[src/rtl/err_stat_monitor.sv]
// Error statistics over a window of approximate-multiplier samples.
// Ports: start/in_valid/in_ready/x/y/z_approx in; out_valid/out_ready/sum/max/count/bias out.
module err_stat_monitor #(
  parameter int WIN_LOG2 = 8
) (
  input  logic                    clk,
  input  logic                    rst_n,
  input  logic                    start,
  input  logic                    in_valid,
  output logic                    in_ready,
  input  logic [7:0]              x,
  input  logic [7:0]              y,
  input  logic [15:0]             z_approx,
  output logic                    out_valid,
  input  logic                    out_ready,
  output logic [16+WIN_LOG2-1:0]  sum_abs_err,
  output logic [15:0]             max_abs_err,
  output logic [WIN_LOG2:0]       err_count,
  output logic [17+WIN_LOG2-1:0]  bias_sum
);

  localparam int WIN = 1 << WIN_LOG2;
  localparam int CW  = WIN_LOG2 + 1;
  localparam int SW  = 16 + WIN_LOG2;
  localparam int BW  = 17 + WIN_LOG2;

  typedef enum logic [1:0] {
    IDLE   = 2'd0,
    RUN    = 2'd1,
    DRAIN  = 2'd2,
    REPORT = 2'd3
  } state_t;

  state_t          state_q, state_d;
  logic [CW-1:0]   cnt_q, cnt_d;
  logic            stg_vld_q, stg_vld_d;
  logic [7:0]      stg_x_q, stg_x_d;
  logic [7:0]      stg_y_q, stg_y_d;
  logic [15:0]     stg_z_q, stg_z_d;
  logic [SW-1:0]   sum_q, sum_d;
  logic [15:0]     max_q, max_d;
  logic [CW-1:0]   ecnt_q, ecnt_d;
  logic [BW-1:0]   bias_q, bias_d;

  logic            clr;
  logic            accept;
  logic            last;
  logic [15:0]     exact;
  logic [16:0]     err;
  logic [15:0]     abs_err;

  assign last    = (cnt_q == CW'(WIN - 1));
  assign exact   = 16'(stg_x_q) * 16'(stg_y_q);
  // 17-bit difference keeps the sign of an under-estimate.
  assign err     = {1'b0, stg_z_q} - {1'b0, exact};
  assign abs_err = err[16] ? 16'(-err) : err[15:0];

  always_comb begin
    state_d = state_q;
    clr     = 1'b0;
    accept  = 1'b0;
    unique case (state_q)
      IDLE: begin
        if (start) begin
          clr     = 1'b1;
          state_d = RUN;
        end
      end
      RUN: begin
        if (in_valid) begin
          accept = 1'b1;
          if (last) state_d = DRAIN;
        end
      end
      DRAIN:  state_d = REPORT;
      REPORT: if (out_ready) state_d = IDLE;
      default: state_d = IDLE;
    endcase
  end

  always_comb begin
    cnt_d     = cnt_q;
    stg_vld_d = accept;
    stg_x_d   = stg_x_q;
    stg_y_d   = stg_y_q;
    stg_z_d   = stg_z_q;
    sum_d     = sum_q;
    max_d     = max_q;
    ecnt_d    = ecnt_q;
    bias_d    = bias_q;
    if (accept) begin
      cnt_d   = cnt_q + CW'(1);
      stg_x_d = x;
      stg_y_d = y;
      stg_z_d = z_approx;
    end
    if (clr) begin
      cnt_d  = '0;
      sum_d  = '0;
      max_d  = '0;
      ecnt_d = '0;
      bias_d = '0;
    end else if (stg_vld_q) begin
      sum_d  = sum_q + SW'(abs_err);
      bias_d = bias_q + {{WIN_LOG2{err[16]}}, err};
      if (abs_err > max_q) max_d = abs_err;
      if (err != '0) ecnt_d = ecnt_q + CW'(1);
    end
  end

  always_ff @(posedge clk or negedge rst_n) begin
    if (!rst_n) begin
      state_q   <= IDLE;
      cnt_q     <= '0;
      stg_vld_q <= 1'b0;
      stg_x_q   <= '0;
      stg_y_q   <= '0;
      stg_z_q   <= '0;
      sum_q     <= '0;
      max_q     <= '0;
      ecnt_q    <= '0;
      bias_q    <= '0;
    end else begin
      state_q   <= state_d;
      cnt_q     <= cnt_d;
      stg_vld_q <= stg_vld_d;
      stg_x_q   <= stg_x_d;
      stg_y_q   <= stg_y_d;
      stg_z_q   <= stg_z_d;
      sum_q     <= sum_d;
      max_q     <= max_d;
      ecnt_q    <= ecnt_d;
      bias_q    <= bias_d;
    end
  end

  assign in_ready    = (state_q == RUN);
  assign out_valid   = (state_q == REPORT);
  assign sum_abs_err = sum_q;
  assign max_abs_err = max_q;
  assign err_count   = ecnt_q;
  assign bias_sum    = bias_q;

endmodule

[config.mk]
export PLATFORM = sky130hd
export DESIGN_NAME = err_stat_monitor
export DESIGN_NICKNAME = d
export VERILOG_FILES = /design/src/rtl/err_stat_monitor.sv
export SDC_FILE = /design/constraint.sdc
export NUM_CORES = 1
export LEC_CHECK = 0
export ABC_CLOCK_PERIOD_IN_PS = 7500
export CORE_MARGIN = 2
export CORE_UTILIZATION = 40
export DETAILED_ROUTE_END_ITERATION = 7
export PLACE_DENSITY = 0.68
export SETUP_SLACK_MARGIN = 0.15
export SYNTH_ARGS = -nofsm -noshare
export SYNTH_HDL_FRONTEND = slang
export SYNTH_SLANG_ARGS = --single-unit
export TNS_END_PERCENT = 1
[constraint.sdc]
create_clock -name clk -period 7.5 [get_ports clk]
set_input_delay 1.125 -clock clk [delete_from_list [all_inputs] [get_ports clk]]
set_output_delay 1.125 -clock clk [all_outputs]
set_load 0.02 [all_outputs]
After elaboration in Yosys (flattened, before gate mapping). Index checks and enable logic that the tools add are counted.

Bits in registers: 118. Latch bits: 0. RAM bits: 0. ROM bits: 0. Input bits: 37. Output and inout bits: 76. Word-level logic and storage cells: 57. Memories: 0.

$add $sub $neg: 6. Multipliers: 1. Div/mod/pow operators: 0. $lt $le $gt $ge: 1. Equality and inequality tests: 8. Shifts and indexed selects: 0. Muxes and demuxes: 22. Bitwise operators: 0. Reduce and logical (&&, ||, !) cells: 9.

Operators with widths (number): two-way mux 16 bit (4); two-way mux 25 bit (2); two-way mux 24 bit (2); two-way mux 9 bit (5); adder 25 bit (1); adder 24 x 16 -> 24 bit (1); adder 9 x 1 -> 9 bit, second input constant (2); nonzero test 17 bit (1); subtractor 16 x 16 -> 17 bit (1); > comparator 16 bit (1); multiplier 8 x 8 -> 16 bit (1); negation 16 bit (1); equality test 9 x 8 -> 1 bit, second input constant (1); two-way mux 2 bit (4); case mux 2 bit (4 select lines) (1); nonzero test 2 bit (4); equality test 2 bit, second input constant (2); two-way mux 1 bit (4); inequality test 2 x 1 -> 1 bit, second input constant (2); inequality test 2 bit, second input constant (2); AND reduction 2 bit (2); AND reduction 4 bit (1); equality test 2 x 1 -> 1 bit, second input constant (1); zero test 2 bit (1).

Logic depth before layout (Yosys ltp). Gate-level depths: netlist of the first run.

Depth after elaboration: 8. Gate-level depth with buffers: 34. Depth with buffers taken out: 31.

Worst setup path before layout of the first run. Ideal clock, no wire load.

Kind: reg2reg. Start: register stg_y_q[4]. End: register max_q[13] (netlist: max_abs_err[13]). Setup time: 0.120 ns. Arrival: 7.247 ns. Data required time: 7.380 ns. Slack: 0.133 ns. Cell stages (with the launch flop): 33. Buffers on the path: 4. Clock period less this slack: 7.367 ns. Path through: dfrtp_1 clkbuf_1 and2_1 fa_1 inv_1 fa_1 fa_1 inv_1 fa_1 inv_1 ha_1 clkbuf_2 nand2_1 a2111oi_4 nor2_2 o21ai_1 a21oi_2 o21ai_2 xor2_2 buf_2 mux2_2 ha_1 nor2b_1 o21a_1 o21a_1 o21a_1 o21a_1 o21a_1 o21a_1 o31ai_2 clkbuf_1 nand2_1 o211a_1.

Cells in the longest elaborated chain, start to end: 7. Elaborated cells between the ends (all ways): 10.

RTL lines: from (decl) (line 38) `logic [7:0] stg_y_q, stg_y_d;`; from (signal assigned) (line 128) `stg_y_q <= stg_y_d;`; multiplier 8 x 8 -> 16 bit * (line 53) `assign exact = 16'(stg_x_q) * 16'(stg_y_q);`; subtractor 16 x 16 -> 17 bit * (line 55) `assign err = {1'b0, stg_z_q} - {1'b0, exact};`; negation 16 bit (line 56) `assign abs_err = err[16] ? 16'(-err) : err[15:0];`; two-way mux 16 bit * (line 56); > comparator 16 bit or two-way mux 16 bit (tied branches) (line 106) `if (abs_err > max_q) max_d = abs_err;`; nonzero test 2 bit (no line) or two-way mux 16 bit (tied branches); AND reduction 2 bit (no line) or two-way mux 16 bit (tied branches); to (signal assigned) (line 131) `max_q <= max_d;`; to (decl) (line 41) `logic [15:0] max_q, max_d;`.

Mark *: on every way between the ends. The rest lies on a longest branch, timed or not. The select of a mux whose other input is x is not followed. A chain may end at the register's enable or synchronous reset.

Worst setup path in the final report of the first run.
Start: register stg_y_q[0]. End: register sum_q[21] (netlist: sum_abs_err[21]).

Cells in the longest elaborated chain, start to end: 7.

RTL lines: multiplier 8 x 8 -> 16 bit * (line 53); subtractor 16 x 16 -> 17 bit * (line 55); negation 16 bit (line 56); two-way mux 16 bit * (line 56); adder 24 x 16 -> 24 bit * (line 104) `sum_d = sum_q + SW'(abs_err);`; two-way mux 24 bit * (line 103) `end else if (stg_vld_q) begin`; two-way mux 24 bit * (line 97) `if (clr) begin`; to (signal assigned) (line 130) `sum_q <= sum_d;`; to (decl) (line 40) `logic [SW-1:0] sum_q, sum_d;`.

Marked as above.

==> results of run 1 <==
## worst max-delay path, delay by kind of cell, from the launching register on
kind                       cells  cell delay [ns]
AOI/OAI and AO/OA              7             1.25
buffers and inverters          5             0.46
xor gates and xnor gates       1             0.33
and+or+nand+nor                9             1.86
adders and majority gates      6             2.64
DFF                            1             0.45
## placed cells by master, fill, tap and decap left out, types with 27 or more instances in the layout
| cell | synthesis | routed |
|---|---|---|
| xnor2_1 | 36 | 34 |
| dfrtp_1 | 118 | 110 |
| and2_1 | 46 | 45 |
| ha_1 | 106 | 104 |
| o21ai_0 | 43 | 40 |
| nand2_1 | 177 | 177 |
| a21o_1 | 27 | 27 |
| clkdlybuf4s50_1 | 0 | 111 |
| buf_4 | 1 | 46 |
| a21oi_1 | 75 | 72 |
| fa_1 | 51 | 51 |
| inv_1 | 143 | 142 |
| nor2_1 | 86 | 86 |
## Yosys cell counts (4+ instances only)
master	count
o31a_1	5
dfrtp_1	118
o21ai_0	43
nor2b_1	7
o211ai_1	5
a211oi_1	9
buf_1	6
or2_2	4
nand4_1	14
fa_1	51
nand2b_1	7
o21bai_1	6
o21a_1	12
or4_1	5
nand3_1	18
a21o_1	27
o21ai_1	12
nor3_1	17
a21oi_1	75
and3_1	13
inv_1	143
nor2_1	86
clkbuf_1	37
nand2_1	177
nand3b_1	4
a31oi_1	4
buf_2	5
xnor2_1	36
and2_1	46
nor3b_1	4
xor2_1	25
ha_1	106
or3_1	12
o211a_1	11
mux2i_1	24
## cell families after synthesis
logic type	Yosys count	share of synthesized area, %
flip-flops	118	27.50
buffers and inverters	195	6.922
AND/OR/NAND/NOR	430	19.19
AO/OA/AOI/OAI	258	16.65
multiplexers	25	2.342
adder cells (fa/ha/maj)	158	21.96
XOR/XNOR	64	5.431
## final timing paths
path,from,cells after the start,to,slack [ns]
min,stg_x_q[4],2,stg_x_q[4],0.51
max reg2reg,stg_y_q[0],28,sum_abs_err[21],0.41
max,stg_y_q[0],28,sum_abs_err[21],0.41
max in group asynchronous,rst_n,2,stg_vld_q,5.39
min reg2reg,stg_x_q[4],2,stg_x_q[4],0.51
min in group asynchronous,rst_n,1,sum_abs_err[0],0.68
## layer usage
metal	wire length, µm	vias up
li1	-	4464
met1	11820	4262
met2	12070	194
met3	1117	28
met4	391	0
met5	0	-
## flip-flops by register name (all words and copies together) (netlist names)
| name | count |
|---|---|
| bias_sum | 25 |
| cnt_q | 9 |
| err_count | 9 |
| max_abs_err | 16 |
| state_q | 2 |
| stg_vld_q | 1 |
| stg_x_q | 8 |
| stg_y_q | 8 |
| stg_z_q | 16 |
| sum_abs_err | 24 |
## stage by stage
stage	utilization, %	cells	TNS (ns)	cell area [µm²]
final	50.29	1723	0	13180
after detailed placement	47.15	1681	-0.02379	12360
after global routing	50.29	1723	0	13180
after CTS	49.39	1713	0	12940
after global placement	47.15	1681	0	12360
after floorplan	-	1248	0	10750
## cell type report
cell class              count  area, µm²
clock buffers              17      425.4
inverters                 145      544.3
flip-flops and latches    118       2963
well taps                 335      419.2
fillers                  2379      13030
repair buffers            158       1468
multi-input cells         935       7219
clock inverters            15      141.4
## repair_timing
| item | CTS | global route |
|---|---|---|
| setup buffers | 0 | 10 |
| resized for setup | 4 | 38 |
| hold buffers | 0 | 0 |
| pin swaps | 0 | 12 |
| endpoints found under the setup margin | 17 | 33 |
==> run metrics, run 1 <==
Final setup viols 0; dpl hpwl 19.30 mm; type of origin of the critical path register; hold crit path type reg -> reg; H-tree depth 4; CP endpoint kind register; pin count of the biggest net entering global routing 74; Initial Utilization 40.97%; run status finished clean; final layout net count 1,569; layout cells sized above 1 10.30%; Slew Limit Fails 0; Synth top area share between 20 and 30%; GR Util All Layers 18.53%; final worst slack 0.4063 ns; most frequent cell on the critical path fa_1; clk sinks 118; routed wire length roughly 25 mm; Slew @ Worst Pin 0.9387 ns; top achievable clock speed 141.0 MHz; Tcrit/Tclk final 94.58%; final hold viol count 0; GRT met3 Usage roughly 3.8%; Via density 5.193; met2 usage 31.03%; min Tclk post-route 7.094 ns; CP Class reg -> reg; Clock transition at path regs about 0.06 ns; starting DRC count in detailed routing 533; Core Rows 59; Post-Syn Area 10,740 µm²; grt total ovfl 0; io pins 113; first-pass GRT wire length 42.48 mm; wire per inst between 10 and 15 µm; CORE AREA 26,210 µm²; DRT Pass-1 Iters 7; maxcap violations 0; initial antenna violation count 0; CP arrival 7.47 ns; ant diodes 0; CTS Buffer Depth 2; EDFF count, synth 0; WP data required 7.87 ns; Port Buffer Count about 110; Routed Antenna Nets 0; synth top area cells dfrtp_1 (28%), ha_1 (12%), fa_1 (9.5%), nand2_1 (6.2%), inv_1 (5.0%); Fin Clk Skew around 0.015 ns; ys async rst share 100.0%; post-synth top area cell dfrtp_1; gp weighted congestion roughly 0.93; Netlist cell types 87; Critical-path top delay cell fa_1; DRC viols 0; CTS tree done; CTS root buffer clkbuf_16; clock network latency to the later pin of the worst-skew pair 0.44 ns; Seq/Total Area, Yosys between 20 and 30%; Post-Synthesis Cells 1,248; CTS buffer count 17; Avg Cell Area, Syn around 8.6 µm²; met1 Resource Use GR 24.32%; Chip Width roughly 170 µm; via count 8,948; number of global-route vias before repair 8,708; GRT busiest layer met2; top_reg_cell synth dfrtp_1; die area 28,170 µm²; RSZ-0062 raised after global routing yes; Post-Syn Nets 1,442; relative slew slack about 37%; worst hold margin 0.5060 ns; crit-path max FO 9; synthesis-to-layout area growth 22.76%; Seq cells post-synth 118; Die H 167.8 µm; yosys warns 0; max incr delay on CP 0.52 ns; dpl ws -0.02379 ns
Power of run 1 is left out: the tool's default activity adds up to more than one toggle a clock period on the data nets, which glitch-free logic cannot reach.
==> run 2: changes to the inputs <==
- SKIP_LAST_GASP: unset -> 1
==> results of run 2 <==
The final DEF is identical to that of run 1; final timing and power are the same.
Power of run 2 is left out for the same reason.
==> run 3: changes to the inputs <==
- SETUP_SLACK_MARGIN: 0.15 -> 0.2
- SLEW_MARGIN: unset -> 20
==> run 3 against run 2 <==
Net effect: worst hold slack hardly changed; non-clock buffer count is the same; die area stayed put; clock skew shrank 0.0027 ns; sequential cell count stayed put; first-iteration DRC count is 8.8% lower; cell area is 0.18% higher; fmax barely moved; register-to-register slack about the same; wire length increased by 0.19%; utilization grew 0.091 points; worst setup slack worse by 0.00087 ns.
==> run metrics, run 3 (synthesized netlist as in run 1, its figures left out) <==
grt total ovfl 0; CTS Hold Bufs 0; number of global-route vias before repair 8,710; Reg-to-Reg End sum_abs_err[21]; Reg-to-Reg Start stg_y_q[0]; CP arrival 7.47 ns; routed wire length 25.45 mm; DRC viols 0; hold crit path type reg -> reg; Hold Crit Start stg_x_q[4]; CP Class reg -> reg; Critical-path top delay cell fa_1; Via density approximately 5.2; clk sinks roughly 120; first-pass GRT wire length about 43 mm; CP endpoint kind register; CTS tree done; Worst R2R Setup Slack 0.41 ns; CTS buffer count 17; Cell Area, Placed 12,360 µm²; Routed Antenna Nets 0; Fin Clk Skew 0.01232 ns; CTS Buffer Depth 2; Worst Hold Path Cells 2; worst r2r path cells 28; Finished Layout Cells 1,723; maxcap violations 0; clock network latency to the later pin of the worst-skew pair approximately 0.44 ns; GR Util All Layers between 15 and 20%; run status finished clean; relative slew slack 37.41%; Chip Width 167.8 µm; most frequent cell on the critical path fa_1; end point of the worst hold path stg_x_q[4]; Tcrit/Tclk final 94.59%; crit-path max FO 9; Slew Limit Fails 0; layout cells sized above 1 10.52%; RSZ-0062 raised after global routing yes; WP data required 7.87 ns; pin count of the biggest net entering global routing 74; Final setup viols 0; synthesis-to-layout area growth 22.98%; DRT Pass-1 Iters 5; leading cell type in the layout, fill and taps excluded nand2_1; worst hold margin approximately 0.51 ns; Die H roughly 170 µm; io pins roughly 110; type of origin of the critical path register; DP Cell Count about 1,700; Slew @ Worst Pin 0.9388 ns; initial antenna violation count 0; final hold viol count 0; cell area after layout 13,200 µm²; CTS root buffer clkbuf_16; number of flip-flops in the largest register 25; Port Buffer Count 112; final layout net count 1,569; gp weighted congestion 0.9268; Initial Utilization between 40 and 50%; via count between 8,000 and 9,000; starting DRC count in detailed routing 486; min Tclk post-route 7.095 ns; Core Rows between 50 and 60; most frequent cells in the layout nand2_1 (177), inv_1 (142), clkdlybuf4s50_1 (111); Filler cells 2,378; setup_tns 0 ns; wire per inst 14.77 µm; top achievable clock speed 141.0 MHz; H-tree depth 4; CORE AREA 26,210 µm²; ant diodes 0; die area roughly 28,000 µm²; dpl hpwl roughly 19 mm; max incr delay on CP 0.52 ns; Clock transition at path regs 0.06 ns
-- run 3: worst max path at each step --
stage,from,end,slack [ns],depth (start not counted)
2_1_floorplan,stg_y_q[4],sum_abs_err[19],0.18,31
3_3_place_gp,stg_x_q[5],sum_abs_err[21],0.15,28
3_5_place_dp,stg_y_q[7],sum_abs_err[20],-0.02,28
5_1_grt,stg_x_q[4],sum_abs_err[21],0.10,30
4_1_cts,stg_y_q[1],max_abs_err[9],0.19,29
6_report,stg_y_q[0],sum_abs_err[21],0.41,28
-- run 3: through the flow --
| stage | setup WS [ns] | utilization, % |
|---|---|---|
| 6_report | 0.4055 | 50.38 |
| 5_1_grt | 0.1030 | 50.38 |
| 4_1_cts | 0.1857 | 49.41 |
| 3_5_place_dp | -0.02379 | 47.15 |
| 3_3_place_gp | 0.1489 | 47.15 |
| 2_1_floorplan | 0.1790 | - |
-- run 3: timing repair --
action	in CTS	in global routing
cloned	0	0
setup buffers	0	10
resized for setup	7	37
pin swaps	0	13
endpoints found under the setup margin	21	33
-- run 3: per-layer routing --
layer | part of all wire [%] | GRT usage [%]
met2 | 48 | 31.15
met3 | 4.4 | 3.573
met4 | 1.5 | 5.180
met5 | 0 | 0
met1 | 46 | 24.59
-- run 3: worst max-delay path: cells and delay by family (launching register included) --
family	cells	cell delay [ns]
AOI/OAI and AO/OA	7	1.25
xor gates and xnor gates	1	0.33
adders and majority gates	6	2.64
buffers and inverters	5	0.47
DFF	1	0.45
and+or+nand+nor	9	1.86
-- run 3: layout make-up --
class                           instances  area (µm²)  area share, %
Clock buffer                           17       425.4          3.222
Clock inverter                         15       141.4          1.071
Inverter                              145       544.3          4.122
Multi-Input combinational cell        935        7243          54.86
Sequential cell                       118        2963          22.44
Tap cell                              335       419.2          3.174
Timing Repair Buffer                  158        1468          11.12
Power of run 3 is left out for the same reason.
